$ cat src/rtl/ep_pkg.sv
// ep_pkg: shared widths, history entry type, replay state encoding and strength decay helper.
package ep_pkg;
    localparam int NUM_PAIRS = 6;
    localparam int PAIR_W = 3;
    localparam int STR_W = 4;
    typedef struct packed {
        logic [PAIR_W-1:0] pair;
        logic [STR_W-1:0]  str;
    } entry_t;
    typedef enum logic [1:0] {IDLE, REPLAY, DONE} state_t;
    function automatic logic [STR_W-1:0] decay(input logic [STR_W-1:0] str, input logic [STR_W-1:0] age);
        return (str > age) ? str - age : '0;
    endfunction
endpackage

$ cat src/rtl/episode_replay_if.sv
// episode_replay_if: episode capture, gamma prior and replay handshake signals of episode_replay.
interface episode_replay_if;
    import ep_pkg::*;
    logic gamma_tick, theta_tick, ep_valid, replay_req, replay_ready;
    logic [PAIR_W-1:0] ep_winner, prior_pair, replay_pair;
    logic [STR_W-1:0] ep_strength, prior_bias, replay_strength;
    logic prior_valid, replay_valid, replay_busy, replay_done;
    modport slave (
        input  gamma_tick, theta_tick, ep_winner, ep_strength, ep_valid, replay_req, replay_ready,
        output prior_pair, prior_bias, prior_valid, replay_pair, replay_strength, replay_valid,
               replay_busy, replay_done
    );
    modport master (
        output gamma_tick, theta_tick, ep_winner, ep_strength, ep_valid, replay_req, replay_ready,
        input  prior_pair, prior_bias, prior_valid, replay_pair, replay_strength, replay_valid,
               replay_busy, replay_done
    );
endinterface

$ cat src/rtl/ep_history_ring.sv
// ep_history_ring: DEPTH-entry episode ring with two ordered write ports (a before b), indexed read and count.
module ep_history_ring
    import ep_pkg::*;
#(
    parameter int DEPTH = 4,
    localparam int PW = $clog2(DEPTH),
    localparam int CW = $clog2(DEPTH + 1)
) (
    input  logic          clk,
    input  logic          rst,
    input  logic          we_a,
    input  logic          we_b,
    input  entry_t        d_a,
    input  entry_t        d_b,
    input  logic [PW-1:0] rd_idx,
    output entry_t        rd_data,
    output entry_t        newest,
    output logic [CW-1:0] count,
    output logic [CW-1:0] count_nxt,
    output logic [PW-1:0] oldest_nxt
);
    entry_t mem [DEPTH];
    logic [PW-1:0] head, head_nxt;
    logic [CW:0] sum;
    // oldest slot as seen after this cycle's writes, so a burst starting now includes them
    always_comb begin
        sum = {1'b0, count} + (CW+1)'(we_a) + (CW+1)'(we_b);
        count_nxt = (sum > (CW+1)'(DEPTH)) ? CW'(DEPTH) : sum[CW-1:0];
        head_nxt = head + PW'(we_a) + PW'(we_b);
        oldest_nxt = head_nxt - count_nxt[PW-1:0];
    end
    always_ff @(posedge clk) begin
        if (rst) begin
            head <= '0;
            count <= '0;
        end else begin
            head <= head_nxt;
            count <= count_nxt;
        end
    end
    always_ff @(posedge clk) begin
        if (we_a) mem[head] <= d_a;
        if (we_b) mem[head + PW'(we_a)] <= d_b;
    end
    assign rd_data = mem[rd_idx];
    assign newest = mem[head - PW'(1)];
endmodule

$ cat src/rtl/episode_replay.sv
// episode_replay: episode history capture with gamma-rate prior output and handshaked replay bursts.
// Define EPISODE_REPLAY_DECAY_EN to decay the prior bias by the gamma age of the newest entry.
module episode_replay
    import ep_pkg::*;
#(
    parameter int DEPTH = 4
) (
    input logic clk,
    input logic rst,
    episode_replay_if.slave bus
);
    localparam int PW = $clog2(DEPTH);
    localparam int CW = $clog2(DEPTH + 1);
    state_t state, state_nxt;
    entry_t cap_d, pend_d, d_a, rd_data, newest;
    logic strobe, cap, pend_v, idle, we_a, we_b, last, prior_valid;
    logic [CW-1:0] count, count_nxt, len;
    logic [PW-1:0] oldest_nxt, start, idx;
    logic [PAIR_W-1:0] prior_pair;
    logic [STR_W-1:0] bias, prior_bias;
    ep_history_ring #(.DEPTH(DEPTH)) u_ring (
        .clk(clk), .rst(rst), .we_a(we_a), .we_b(we_b), .d_a(d_a), .d_b(cap_d),
        .rd_idx(start + idx), .rd_data(rd_data), .newest(newest),
        .count(count), .count_nxt(count_nxt), .oldest_nxt(oldest_nxt)
    );
    assign idle = state == IDLE;
    assign cap = strobe && bus.ep_valid && bus.ep_winner < PAIR_W'(NUM_PAIRS);
    assign cap_d = '{pair: bus.ep_winner, str: bus.ep_strength};
    // a held-back pending entry is older than a capture arriving in the same idle cycle
    assign we_a = idle && (pend_v || cap);
    assign we_b = idle && pend_v && cap;
    assign d_a = pend_v ? pend_d : cap_d;
    assign last = CW'(idx) == len - CW'(1);
`ifdef EPISODE_REPLAY_DECAY_EN
    logic [STR_W-1:0] age;
    always_ff @(posedge clk) begin
        if (rst) age <= '0;
        else if (we_a) age <= '0;
        else if (bus.gamma_tick && age != '1) age <= age + STR_W'(1);
    end
    assign bias = decay(newest.str, age);
`else
    assign bias = newest.str;
`endif
    always_comb begin
        state_nxt = idle ? ((bus.replay_req && count != '0) ? REPLAY : IDLE)
                  : (state == REPLAY) ? ((bus.replay_ready && last) ? DONE : REPLAY) : IDLE;
        bus.replay_busy = state == REPLAY;
        bus.replay_valid = state == REPLAY;
        bus.replay_done = state == DONE;
        bus.replay_pair = (state == REPLAY) ? rd_data.pair : '0;
        bus.replay_strength = (state == REPLAY) ? rd_data.str : '0;
        bus.prior_pair = prior_pair;
        bus.prior_bias = prior_bias;
        bus.prior_valid = prior_valid;
    end
    always_ff @(posedge clk) begin
        if (rst) begin
            state <= IDLE;
            strobe <= 1'b0;
            pend_v <= 1'b0;
            pend_d <= '0;
            start <= '0;
            len <= '0;
            idx <= '0;
            prior_pair <= '0;
            prior_bias <= '0;
            prior_valid <= 1'b0;
        end else begin
            state <= state_nxt;
            strobe <= bus.theta_tick;
            if (!idle && cap) begin
                pend_v <= 1'b1;
                pend_d <= cap_d;
            end else if (idle) begin
                pend_v <= 1'b0;
            end
            if (idle && state_nxt == REPLAY) begin
                start <= oldest_nxt;
                len <= count_nxt;
                idx <= '0;
            end else if (state == REPLAY && bus.replay_ready) begin
                idx <= idx + PW'(1);
            end
            if (bus.gamma_tick) begin
                prior_valid <= idle && count != '0;
                if (idle && count != '0) begin
                    prior_pair <= newest.pair;
                    prior_bias <= bias;
                end
            end
        end
    end
endmodule

$ cat src/flat_wrapper.sv
// flat-port wrapper written by rule: the top's interface ports become plain ports
module episode_replay_flat import ep_pkg::*;
#(
    parameter int DEPTH = 4
)
  (clk, rst, bus_gamma_tick, bus_theta_tick, bus_ep_winner, bus_ep_strength, bus_ep_valid, bus_replay_req, bus_replay_ready, bus_prior_pair, bus_prior_bias, bus_prior_valid, bus_replay_pair, bus_replay_strength, bus_replay_valid, bus_replay_busy, bus_replay_done);
  episode_replay_if bus_i ();
  input logic clk;
  input logic rst;
  input wire logic [$bits(bus_i.gamma_tick)-1:0] bus_gamma_tick;
  input wire logic [$bits(bus_i.theta_tick)-1:0] bus_theta_tick;
  input wire logic [$bits(bus_i.ep_winner)-1:0] bus_ep_winner;
  input wire logic [$bits(bus_i.ep_strength)-1:0] bus_ep_strength;
  input wire logic [$bits(bus_i.ep_valid)-1:0] bus_ep_valid;
  input wire logic [$bits(bus_i.replay_req)-1:0] bus_replay_req;
  input wire logic [$bits(bus_i.replay_ready)-1:0] bus_replay_ready;
  output wire logic [$bits(bus_i.prior_pair)-1:0] bus_prior_pair;
  output wire logic [$bits(bus_i.prior_bias)-1:0] bus_prior_bias;
  output wire logic [$bits(bus_i.prior_valid)-1:0] bus_prior_valid;
  output wire logic [$bits(bus_i.replay_pair)-1:0] bus_replay_pair;
  output wire logic [$bits(bus_i.replay_strength)-1:0] bus_replay_strength;
  output wire logic [$bits(bus_i.replay_valid)-1:0] bus_replay_valid;
  output wire logic [$bits(bus_i.replay_busy)-1:0] bus_replay_busy;
  output wire logic [$bits(bus_i.replay_done)-1:0] bus_replay_done;
  assign bus_i.gamma_tick = bus_gamma_tick;
  assign bus_i.theta_tick = bus_theta_tick;
  assign bus_i.ep_winner = bus_ep_winner;
  assign bus_i.ep_strength = bus_ep_strength;
  assign bus_i.ep_valid = bus_ep_valid;
  assign bus_i.replay_req = bus_replay_req;
  assign bus_i.replay_ready = bus_replay_ready;
  assign bus_prior_pair = bus_i.prior_pair;
  assign bus_prior_bias = bus_i.prior_bias;
  assign bus_prior_valid = bus_i.prior_valid;
  assign bus_replay_pair = bus_i.replay_pair;
  assign bus_replay_strength = bus_i.replay_strength;
  assign bus_replay_valid = bus_i.replay_valid;
  assign bus_replay_busy = bus_i.replay_busy;
  assign bus_replay_done = bus_i.replay_done;
  episode_replay #(.DEPTH(DEPTH)) u_core (.clk(clk), .rst(rst), .bus(bus_i));
endmodule
$ cat config.mk
export PLATFORM = sky130hd
export DESIGN_NAME = episode_replay_flat
export DESIGN_NICKNAME = d
export VERILOG_FILES = /design/src/rtl/ep_pkg.sv /design/src/rtl/episode_replay_if.sv /design/src/rtl/ep_history_ring.sv /design/src/rtl/episode_replay.sv /design/src/flat_wrapper.sv
export SDC_FILE = /design/constraint.sdc
export NUM_CORES = 1
export LEC_CHECK = 0
export CORE_ASPECT_RATIO = 1.4
export CORE_UTILIZATION = 51
export CTS_CLUSTER_SIZE = 16
export DETAILED_ROUTE_END_ITERATION = 12
export PLACE_DENSITY = 0.76
export SLEW_MARGIN = 20
export SYNTH_ARGS = -nofsm -noshare
export SYNTH_HDL_FRONTEND = slang
export SYNTH_SLANG_ARGS = --single-unit
$ cat constraint.sdc
create_clock -name clk -period 2.9 [get_ports clk]
set_input_delay 0.435 -clock clk [delete_from_list [all_inputs] [get_ports clk]]
set_output_delay 0.435 -clock clk [all_outputs]
set_load 0.05 [all_outputs]
# Word-level counts from Yosys, hierarchy flattened
# Memories as Yosys holds them, arrays and structs flattened. A register that Yosys moved wholly into a read port is not among the register bits.
# Cells that the tools add are included.
[word_totals] ff_bits=24 ramBits=28 in_bits=14 word_cells=59 memories=1
[mem_list] memory="u_core.u_ring.mem" depth=4 word_bits=7 rd=2 rd_ports_with_merged_regs=1 wr=2 line="ep_history_ring.sv:22" rtl="entry_t mem [DEPTH];"
[classes] add_sub_neg=9 magnitude_cmp=2 eq_ne=4 n_mux=14 n_reduce_logical=18
[op_table] cell="$logic_and 1x1->1" count=11
[op_table] cell="$mux 1" count=7
[op_table] cell="$mux 7" count=1
[op_table] cell="$mux 2" count=3
[op_table] cell="$mux 3" count=2
[op_table] cell="$add 2x1->2" count=2
[op_table] cell="$add 3x1->4" count=1
[op_table] cell="$add 4x1->4" count=1
[op_table] cell="$eq 2x1->1 const B" count=2
[op_table] cell="$gt 4x3->1 const B" count=1
[op_table] cell="$mux 4" count=1
[op_table] cell="$eq 2x3->1" count=1
[op_table] cell="$lt 3x3->1 const B" count=1
[op_table] cell="$reduce_bool 3->1" count=1
[op_table] cell="$sub 3x1->3 const B" count=1
[op_table] cell="$add 2x1->2 const B" count=1
[op_table] cell="$add 2x2->2" count=1
[op_table] cell="$eq 2x2->1 const B" count=1
[op_table] cell="$logic_not 2->1" count=1
[op_table] cell="$reduce_and 2->1" count=1
[op_table] cell="$reduce_bool 2->1" count=1
[op_table] cell="$reduce_or 2->1" count=1
[op_table] cell="$sub 2x1->2 const B" count=1
[op_table] cell="$sub 2x2->2" count=1
[op_table] cell="2 further kinds" count=2

# Longest topological paths before layout
# Gate-level depths: netlist (run 1).
[depth] ltp_word=9 depth_mapped=15 ltp_nobuf=15

# By module
# Synthesis (run 1) repeated with hierarchy kept, for this count alone.
[hier_totals] hier_cells=279 area_unflattened_um2=3294.4
[by_module_without_submodules] module="ep_history_ring" instances=1 cells_per_inst=124 area_per_inst_um2=1933.1 seq_area_each_um2=940.9
[by_module_without_submodules] module="episode_replay" instances=1 cells_per_inst=155 area_per_inst_um2=1361.3 seq_area_each_um2=520.5

# Worst setup path after synthesis (run 1)
# No wires, ideal clock.
[synth_path] path_type="input-to-reg" start="in bus_ep_winner[2]" end="reg u_core.start[1]" setup_ns=0.086 t_arrival_ns=2.920 required_time_ns=2.814 path_slack_ns=-0.106 cell_stages=15 path_buffers=0 path_cell_list="nand2_1 and3_1 nand3_1 xnor2_1 ha_1 a41o_1 ha_1 or2_2 and2_0 a22o_1 nor2_1 ha_1 xnor2_1 xnor2_1 a211oi_1"
[synth_between] elab_chain_len=9 word_cells_on_any_way=12 classes_between="add/sub: 5; order compare: 2; mux: 1; reduce/logical: 4"
[synth_lines] item="from (decl)" line="flat_wrapper.sv:12" rtl="input wire logic [$bits(bus_i.ep_winner)-1:0] bus_ep_winner;"
[synth_lines] item="$lt 3x3->1 (*)" line="episode_replay.sv:27" rtl="assign cap = strobe && bus.ep_valid && bus.ep_winner < PAIR_W'(NUM_PAIRS);"
[synth_lines] item="$logic_and 1x1->1 (*)" line="episode_replay.sv:27"
[synth_lines] item="$logic_or 1x1->1" line="episode_replay.sv:30" rtl="assign we_a = idle && (pend_v || cap);"
[synth_lines] item="$logic_and 1x1->1" line="episode_replay.sv:30"
[synth_lines] item="$add 3x1->4" line="ep_history_ring.sv:27" rtl="sum = {1'b0, count} + (CW+1)'(we_a) + (CW+1)'(we_b);"
[synth_lines] item="$add 4x1->4 (*)" line="ep_history_ring.sv:27"
[synth_lines] item="$gt 4x3->1" line="ep_history_ring.sv:28" rtl="count_nxt = (sum > (CW+1)'(DEPTH)) ? CW'(DEPTH) : sum[CW-1:0];"
[synth_lines] item="$mux 3 (*)" line="ep_history_ring.sv:28"
[synth_lines] item="named net u_core.count_nxt[0]" line="episode_replay.sv:17" rtl="logic [CW-1:0] count, count_nxt, len;"
[synth_lines] item="$sub 2x2->2 (*)" line="ep_history_ring.sv:30" rtl="oldest_nxt = head_nxt - count_nxt[PW-1:0];"
[synth_lines] item="to (signal assigned)" line="episode_replay.sv:79" rtl="start <= oldest_nxt;"
[synth_lines] item="to (decl)" line="episode_replay.sv:18" rtl="logic [PW-1:0] oldest_nxt, start, idx;"
# The timed path passes the listed nets; every way through them passes the cells marked *.
# A chain may end at the register's enable or synchronous reset.

# Worst setup path in the final report (run 1)
[layout_path] start="reg u_core.strobe" end="reg u_core.start[1]"
[layout_between] elab_chain_len=9 word_cells_on_any_way=12 classes_between="add/sub: 5; order compare: 1; mux: 1; reduce/logical: 5"
[layout_lines] item="from (decl)" line="episode_replay.sv:16" rtl="logic strobe, cap, pend_v, idle, we_a, we_b, last, prior_valid;"
[layout_lines] item="from (signal assigned)" line="episode_replay.sv:71" rtl="strobe <= bus.theta_tick;"
[layout_lines] item="$logic_and 1x1->1 (*) (2 in a row)" line="episode_replay.sv:27"
[layout_lines] item="$logic_or 1x1->1" line="episode_replay.sv:30"
[layout_lines] item="$logic_and 1x1->1" line="episode_replay.sv:30"
[layout_lines] item="$add 3x1->4" line="ep_history_ring.sv:27"
[layout_lines] item="$add 4x1->4 (*)" line="ep_history_ring.sv:27"
[layout_lines] item="$gt 4x3->1" line="ep_history_ring.sv:28"
[layout_lines] item="$mux 3 (*)" line="ep_history_ring.sv:28"
[layout_lines] item="named net u_core.count_nxt[0]" line="episode_replay.sv:17"
[layout_lines] item="$sub 2x2->2 (*)" line="ep_history_ring.sv:30"
# Marks and branches as above.

==> results of run 1 <==
## sequential cells by signal, indices dropped and copies added (netlist names)
signal,cells
u_core.u_ring.head,2
u_core.u_ring.mem,28
u_core.len,3
u_core.pend_v,1
u_core.start,2
u_core.state,2
u_core.idx,2
u_core.pend_d,7
u_core.strobe,1
u_core.bus.prior_bias,4
u_core.u_ring.count,3
u_core.bus.prior_valid,1
u_core.bus.prior_pair,3
## per-stage QoR
| stage | instances | hold WS, ps | total power, mW |
|---|---|---|---|
| 2_1_floorplan | 240 | 460 | 1.03 |
| 3_3_place_gp | 361 | 464 | 1.10 |
| 3_5_place_dp | 361 | 463 | 1.10 |
| 4_1_cts | 381 | 474 | 1.94 |
| 5_1_grt | 381 | 503 | 1.99 |
| 6_report | 381 | 471 | 1.93 |
## final timing paths
kind                                       start                                  end  cells after the start
max reg2reg             u_core.strobe$_SDFF_PP0_         u_core.start[1]$_SDFFE_PP0P_                     14
max                     u_core.strobe$_SDFF_PP0_         u_core.start[1]$_SDFFE_PP0P_                     14
min          u_core.bus.prior_valid$_SDFFE_PP0P_  u_core.bus.prior_valid$_SDFFE_PP0P_                      2
min reg2reg  u_core.bus.prior_valid$_SDFFE_PP0P_  u_core.bus.prior_valid$_SDFFE_PP0P_                      2
## power breakdown
part	internal (mW)	switching (mW)
Combinational	0.0983	0.0998
Sequential	0.883	0.00811
Clock	0.507	0.336
## worst max-delay path, cell delays in order, from the launching register on
cell and delay [ps]:
dfxtp_2 340, and3_4 210, nand3_4 70, xnor2_1 130, ha_1 180, a41o_1 220, ha_2 180, or2_4 240
and2_4 160, a22o_1 230, nor2_2 120, ha_2 210, xnor2_2 80, xnor2_1 150, a211oi_2 210
## final cells by class
cell class                      count  area (µm²)  share of cell area
Clock buffer                       10         138              0.0343
Clock inverter                      6        87.6              0.0218
Inverter                            7        26.3             0.00654
Multi-Input combinational cell    163        1590               0.396
Sequential cell                    59        1460               0.364
Tap cell                           70        87.6              0.0218
Timing Repair Buffer               66         623               0.155
## logic make-up (layout without fill, tap and decap cells)
family,count (synthesis),after routing,synth area share
AND/OR/NAND/NOR,63,63,0.101
flip-flops,59,59,0.477
multiplexers,58,58,0.258
AO/OA/AOI/OAI,18,18,0.0551
buffers and inverters,18,89,0.0249
XOR/XNOR,13,13,0.0396
adder cells (fa/ha/maj),11,11,0.0449
## what timing repair did
| item | in CTS | in global routing |
|---|---|---|
| hold buffers | 0 | 0 |
| resized for setup | 10 | 11 |
| endpoints found under the setup margin | 10 | 2 |
| setup buffers | 4 | 0 |
| pin swaps | 7 | 7 |
## metal layers
metal | part of all wire | wire length [µm]
met2 | 0.57 | 3980
met3 | 0.032 | 225
met5 | 0 | 0
met1 | 0.38 | 2620
met4 | 0.015 | 105
## placed cells by master, fill, tap and decap left out, types with 6 or more instances in the layout
cell / count
edfxtp_1: 28
ha_1: 9
mux2_2: 27
clkbuf_8: 10
clkdlybuf4s50_1: 21
and2_1: 8
nor3_1: 6
mux2i_1: 16
mux4_2: 14
nor2_1: 22
buf_12: 6
nand2_1: 6
dfxtp_1: 30
inv_1: 7
buf_4: 35
==> results.yml, run 1 <==
pwr:
  irDropWorstVdd_uv: 305
  power.leakage_nw: 1.55
  p_per_area_mw_per_mm2: 481
sta:
  max_freq_ghz: 0.355
  relSlewSlack: 0.648
  fin_crit_sh: 0.971
  hold_viol: 0
  worst_slack_ps: 83.6
  setup_violations: 0
  maxSlewViolCount: 0
  timing.final.crit_period_ps: 2820
  tightest_slew_ps: 526
  finalSetupTns_ps: 0
  skew_ps: 11.0
clock_tree:
  cts.sinks: 59
  clock_latency_ps: 340
  cts.clk_slew.worst_paths_ps: 70
  cts-root-buf: "clkbuf_8"
  cts_buffer_depth: 2
  htree_levels: 3
  cts_tree: "done"
  numCtsBuffers: 9
worst_setup_path:
  worstPathRequired_ps: 3160
  cp-end-kind: "flop"
  critical_path_arrival_ps: 3080
  cp-start-kind: "flop"
  r2r_slack_ps: 80
  crit_fanout: 3
  crit_type: "reg -> reg"
detailed_routing:
  drt-total-wl_mm: 6.92
  drtPass1Iterations: 4
  vias_per_cell: 5.59
  drt_iter0_markers: 77
  via_count: 2131
  routedWlPerCell_um: 18.2
  ant_nets: 0
  drc_errors: 0
global_routing:
  use_met3: 0.0522
  grt_most_used_layer: "met2"
  grt_pass1_vias: 2168
  antenna_found_initial: 0
  grt_pass1_wl_mm: 10.9
  grt_util_all_layers: 0.249
  grt_use_met1: 0.270
  grt_overflow_total: 0
  use_met2: 0.445
  grt_max_degree: 24
cells_and_area:
  syn2layout_area_growth_pct: 31.0
  drive_gt1_frac: 0.383
  antenna_cells: 0
  fin_area_mm2: 0.00402
  nets: 331
  fillCellCount: 423
  finish.utilization: 0.690
synthesis:
  synth_top_area_share: 0.274
  yosys-top-cells-count: "dfxtp_1 (31), edfxtp_1 (28), mux2_2 (27)"
  yosys_warnings: 0
  ys_seq_area_frac: 0.477
  synth_area_leader_cell: "edfxtp_1"
  synth.most_common_cell: "dfxtp_1"
  avgSynthCellArea_um2: 12.8
  synth_cell_types: 39
  synthArstFlopShare: 0
  synthTopCellsByArea: "edfxtp_1 (27%), dfxtp_1 (20%), mux4_2 (10%)"
  synth-seq-cells: 59
  synth_edf_count: 28
  synthCells: 240
  syn_nets: 265
  synth_ff_type: "dfxtp_1"
  syn_area_mm2: 0.00307
place:
  hpwl_mm: 4.78
  port_buffers: 31
  gp_congestion: 0.825
  dpl_cell_area_mm2: 0.00372
  place_ws_ps: -560
die:
  die_w_um: 67.5
  die_area_mm2: 0.00633
  io_pins: 32
  coreArea_mm2: 0.00582
  rows: 33
  fp.dieH_um: 93.8
  start_util: 0.527
worst_hold_path:
  min_path_type: "reg -> reg"
outcome:
  outcome: "finished, final reports clean"
job:
  max-cap-violations: 0
No activity file was read; power rests on OpenSTA's default activity.
==> run 2: changes to the inputs <==
--- a/config.mk
+++ b/config.mk
@@ -6,10 +6,9 @@
 export NUM_CORES = 1
 export LEC_CHECK = 0
 export CORE_ASPECT_RATIO = 1.4
-export CORE_UTILIZATION = 51
+export CORE_UTILIZATION = 40
 export CTS_CLUSTER_SIZE = 16
 export DETAILED_ROUTE_END_ITERATION = 12
-export PLACE_DENSITY = 0.76
 export SLEW_MARGIN = 20
 export SYNTH_ARGS = -nofsm -noshare
 export SYNTH_HDL_FRONTEND = slang
==> results.yml, run 2 (synthesis results as in run 1) <==
pwr:
  p_per_area_mw_per_mm2: 451
  irDropWorstVdd_uv: 461
  power.leakage_nw: 1.56
clock_tree:
  cts.sinks: 59
  cts_buffer_depth: 2
  numCtsBuffers: 9
  cts_tree: "done"
  htree_levels: 3
  cts.clk_slew.worst_paths_ps: 70
  clock_latency_ps: 330
  cts-root-buf: "clkbuf_8"
worst_setup_path:
  reg2reg_depth: 15
  worstPathRequired_ps: 3150
  cp-start-kind: "primary input"
  crit_type: "in -> reg"
  crit_fanout: 3
  cp-end-kind: "flop"
  critical_path_arrival_ps: 3070
detailed_routing:
  drc_errors: 0
  drt_iter0_markers: 73
  drt-total-wl_mm: 7.01
  vias_per_cell: 5.03
  via_count: 2076
  ant_nets: 0
  drtPass1Iterations: 4
  routedWlPerCell_um: 17.0
job:
  max-cap-violations: 0
global_routing:
  grt_util_all_layers: 0.189
  grt_pass1_vias: 2120
  antenna_found_initial: 0
  grt_pass1_wl_mm: 11.1
  grt_max_degree: 23
  grt_overflow_total: 0
place:
  dpl_cell_area_mm2: 0.00377
  gp_congestion: 0.777
  port_buffers: 31
  hpwl_mm: 5.02
die:
  io_pins: 32
  coreArea_mm2: 0.00741
  fp.dieH_um: 106
  die_area_mm2: 0.00803
  rows: 37
  start_util: 0.414
  die_w_um: 76
sta:
  fin_crit_sh: 0.973
  setup_violations: 0
  timing.final.crit_period_ps: 2820
  tightest_slew_ps: 574
  whs_ps: 469
  hold_viol: 0
  skew_ps: 9.27
  max_freq_ghz: 0.354
  relSlewSlack: 0.616
  maxSlewViolCount: 0
cells_and_area:
  layout_commonest_cell: "buf_4"
  fillCellCount: 666
  reg_top3: "u_core.u_ring.mem (28), u_core.pend_d (7), u_core.bus.prior_bias (4)"
  antenna_cells: 0
  nets: 336
  layout_common_cells: "buf_4 (43), dfxtp_1 (31), edfxtp_1 (28), mux2_2 (27), nor2_1 (24)"
  syn2layout_area_growth_pct: 31.2
  fin_area_mm2: 0.00402
  largest_reg_flops: 28
  regMostFlops: "u_core.u_ring.mem"
  drive_gt1_frac: 0.377
  finish.utilization: 0.543
outcome:
  outcome: "finished, final reports clean"
worst_hold_path:
  min_path_cells: 2
  min_path_type: "reg -> reg"
-- run 2: cell count changes in the layout (fill, tap and decap cells not counted), sizes merged --
cell / change
clkdlybuf4s15: +1
inv: -1
buf: +5
dlygate4sd2: +1
bufinv: -1
clkinv: +3
clkbuf: -3
-- run 2: final cells by class --
class                   instances  area [µm²]  area share
multi-input cells             163        1580       0.393
flip-flops and latches         59        1460       0.363
repair buffers                 71         641       0.159
clock buffers                   9         124      0.0308
well taps                      97         121      0.0302
clock inverters                 7        68.8      0.0171
inverters                       7        26.3     0.00653
-- run 2: layer usage --
metal,part of all wire,global-route usage,vias up
met5,0,0,-
met4,0.0086,0.0742,0
met3,0.024,0.0372,4
met2,0.57,0.364,29
met1,0.40,0.199,1015
li1,-,-,1028
-- run 2: worst paths after layout --
kind / from / endpoint / slack, ps
hold / removal: u_core.bus.prior_valid$_SDFFE_PP0P_ / u_core.bus.prior_valid$_SDFFE_PP0P_ / 470
setup reg to reg: u_core.state[0]$_SDFF_PP0_ / u_core.start[1]$_SDFFE_PP0P_ / 120
hold reg to reg: u_core.bus.prior_valid$_SDFFE_PP0P_ / u_core.bus.prior_valid$_SDFFE_PP0P_ / 470
setup / recovery: bus_ep_winner[1] / u_core.start[1]$_SDFFE_PP0P_ / 80
-- run 2: per-stage QoR --
| stage | setup TNS, ps | cells | setup WS (ps) | power, mW |
|---|---|---|---|---|
| floorplan | 0 | 240 | 1.62 | 1.03 |
| global placement | -6630 | 393 | -448 | 1.10 |
| detailed placement | -8960 | 393 | -550 | 1.10 |
| CTS | 0 | 412 | 50.9 | 1.84 |
| global route | -0.585 | 413 | -0.585 | 1.88 |
| finish | 0 | 413 | 78.7 | 1.82 |
-- run 2: worst max-delay path, cell delays in order --
cell	delay, ps
dlygate4sd2_1	240
nand2_1	80
and3_4	210
nand3_4	90
xnor2_2	150
ha_2	160
a41o_1	230
ha_2	180
or2_4	230
and2_0	130
a22o_1	200
nor2_1	110
ha_2	200
xnor2_2	120
xnor2_1	90
a211oi_1	220
-- run 2: where the power goes --
part | total (mW) | internal (mW) | switching [mW]
Sequential | 0.890 | 0.882 | 0.00718
Combinational | 0.196 | 0.0970 | 0.0987
Clock | 0.731 | 0.393 | 0.338
Total | 1.82 | 1.37 | 0.444
-- run 2: timing repair --
item | in CTS | in global routing
setup buffers | 3 | 1
pin swaps | 6 | 10
hold buffers | 0 | 0
resized for setup | 10 | 2
endpoints found under the setup margin | 10 | 2
==> run 3: changes to the inputs <==
--- a/config.mk
+++ b/config.mk
@@ -9,6 +9,8 @@
 export CORE_UTILIZATION = 40
 export CTS_CLUSTER_SIZE = 16
 export DETAILED_ROUTE_END_ITERATION = 12
+export HOLD_SLACK_MARGIN = 0.02
+export RECOVER_POWER = 100
 export SLEW_MARGIN = 20
 export SYNTH_ARGS = -nofsm -noshare
 export SYNTH_HDL_FRONTEND = slang
==> results.yml, run 3 (synthesis results as in run 1) <==
detailed_routing:
  drt_iter0_markers: 52
  drtPass1Iterations: 4
  drc_errors: 0
  drt-total-wl_mm: 6.99
  via_count: 2076
  vias_per_cell: 5.03
  ant_nets: 0
  routedWlPerCell_um: 16.9
worst_setup_path:
  crit_fanout: 3
  cp-start-kind: "primary input"
  cp-startpoint: "bus_ep_winner[1]"
  cp-end-kind: "flop"
  r2r_slack_ps: 150
  r2r-start: "u_core.state[0]$_SDFF_PP0_"
  worstPathRequired_ps: 3150
  critical_path_arrival_ps: 3040
  crit_type: "in -> reg"
cells_and_area:
  syn2layout_area_growth_pct: 27.8
  largest_reg_flops: 28
  regMostFlops: "u_core.u_ring.mem"
  reg_top3: "u_core.u_ring.mem (28), u_core.pend_d (7), u_core.bus.prior_bias (4)"
  seqCellArea_mm2: 0.00146
  fillCellCount: 694
  layout_commonest_cell: "dfxtp_1"
  layout_common_cells: "dfxtp_1 (31), edfxtp_1 (28), mux2_2 (27), buf_4 (26), nor2_1 (25)"
  drive_gt1_frac: 0.320
  antenna_cells: 0
  nets: 336
  multi_input_area_mm2: 0.00156
  finish.utilization: 0.529
clock_tree:
  clock_latency_ps: 330
  cts.sinks: 59
  hold_buffers: 0
  cts_buffer_depth: 2
  cts_tree: "done"
  htree_levels: 3
  cts.clk_slew.worst_paths_ps: 70
  cts-root-buf: "clkbuf_8"
  numCtsBuffers: 9
die:
  io_pins: 32
  fp.dieH_um: 106
  rows: 37
  coreArea_mm2: 0.00741
  die_area_mm2: 0.00803
  die_w_um: 76
  start_util: 0.414
global_routing:
  use_met2: 0.364
  grt_max_degree: 23
  grt_util_all_layers: 0.189
  grt_pass1_vias: 2120
  grt_pass1_wl_mm: 11.1
  use_met3: 0.0372
  grt_most_used_layer: "met2"
  grt_use_met1: 0.199
  grt_overflow_total: 0
  antenna_found_initial: 0
sta:
  finalSetupTns_ps: 0
  skew_ps: 9.24
  whs_ps: 466
  max_freq_ghz: 0.358
  setup_violations: 0
  relSlewSlack: 0.486
  hold_viol: 0
  timing.final.crit_period_ps: 2790
  tightest_slew_ps: 772
  fin_crit_sh: 0.963
  maxSlewViolCount: 0
  rsz0062_at_grt: "false"
pwr:
  irDropWorstVdd_uv: 461
  power_mw: 1.81
  power.leakage_nw: 1.51
  p_per_area_mw_per_mm2: 462
outcome:
  outcome: "finished, final reports clean"
worst_hold_path:
  hp-start: "u_core.bus.prior_valid$_SDFFE_PP0P_"
  min_path_type: "reg -> reg"
place:
  gp_congestion: 0.777
  port_buffers: 31
  hpwl_mm: 5.02
job:
  max-cap-violations: 0
-- run 3: area by class of cell --
cell class,instances,area share
inverter,7,0.00670
clock buffer,9,0.0316
clock inverter,7,0.0176
timing repair buffer,71,0.142
sequential,59,0.373
tap,97,0.0310
multi-input combinational,163,0.398
-- run 3: path summary, 6_finish.rpt --
kind | endpoint | cells past startpoint
min | u_core.bus.prior_valid$_SDFFE_PP0P_ | 2
max | u_core.start[1]$_SDFFE_PP0P_ | 16
min reg2reg | u_core.bus.prior_valid$_SDFFE_PP0P_ | 2
max reg2reg | u_core.start[1]$_SDFFE_PP0P_ | 15
-- run 3: critical path, cell delays in order --
cell and delay [ps]:
dlygate4sd2_1 240, nand2_1 80, and3_4 210, nand3_4 70, xnor2_1 140, ha_2 170, a41o_1 230, ha_2 180
or2_4 230, and2_0 140, a22o_1 190, nor2_1 100, ha_2 200, xnor2_2 120, xnor2_1 90, a211oi_1 220
-- run 3: metrics by stage --
stage | instances | setup slack (ps) | cell area, µm²
final | 413 | 106 | 3920
after global routing | 413 | 9.64 | 3920
after CTS | 412 | 50.9 | 4010
after detailed placement | 393 | -550 | 3770
after global placement | 393 | -448 | 3770
after floorplan | 240 | 1.62 | 3080
-- run 3: metal layers --
metal  up-vias  part of all wire
met4         0             0.012
li1       1026                 -
met2        29              0.57
met3         6             0.023
met5         -                 0
met1      1015              0.40
-- run 3: repair_timing --
item                       CTS  global route
setup buffers                3             1
pin swaps                    6            10
setup endpoints to repair   10             2
resized for setup           10             2
-- run 3: power by group --
part           switching (mW)  internal, mW  total, mW  leakage [nW]
clock network           0.337         0.393      0.730        0.0950
registers             0.00681         0.882      0.889         0.503
logic                  0.0983        0.0920      0.190         0.909
total                   0.442          1.37       1.81          1.51
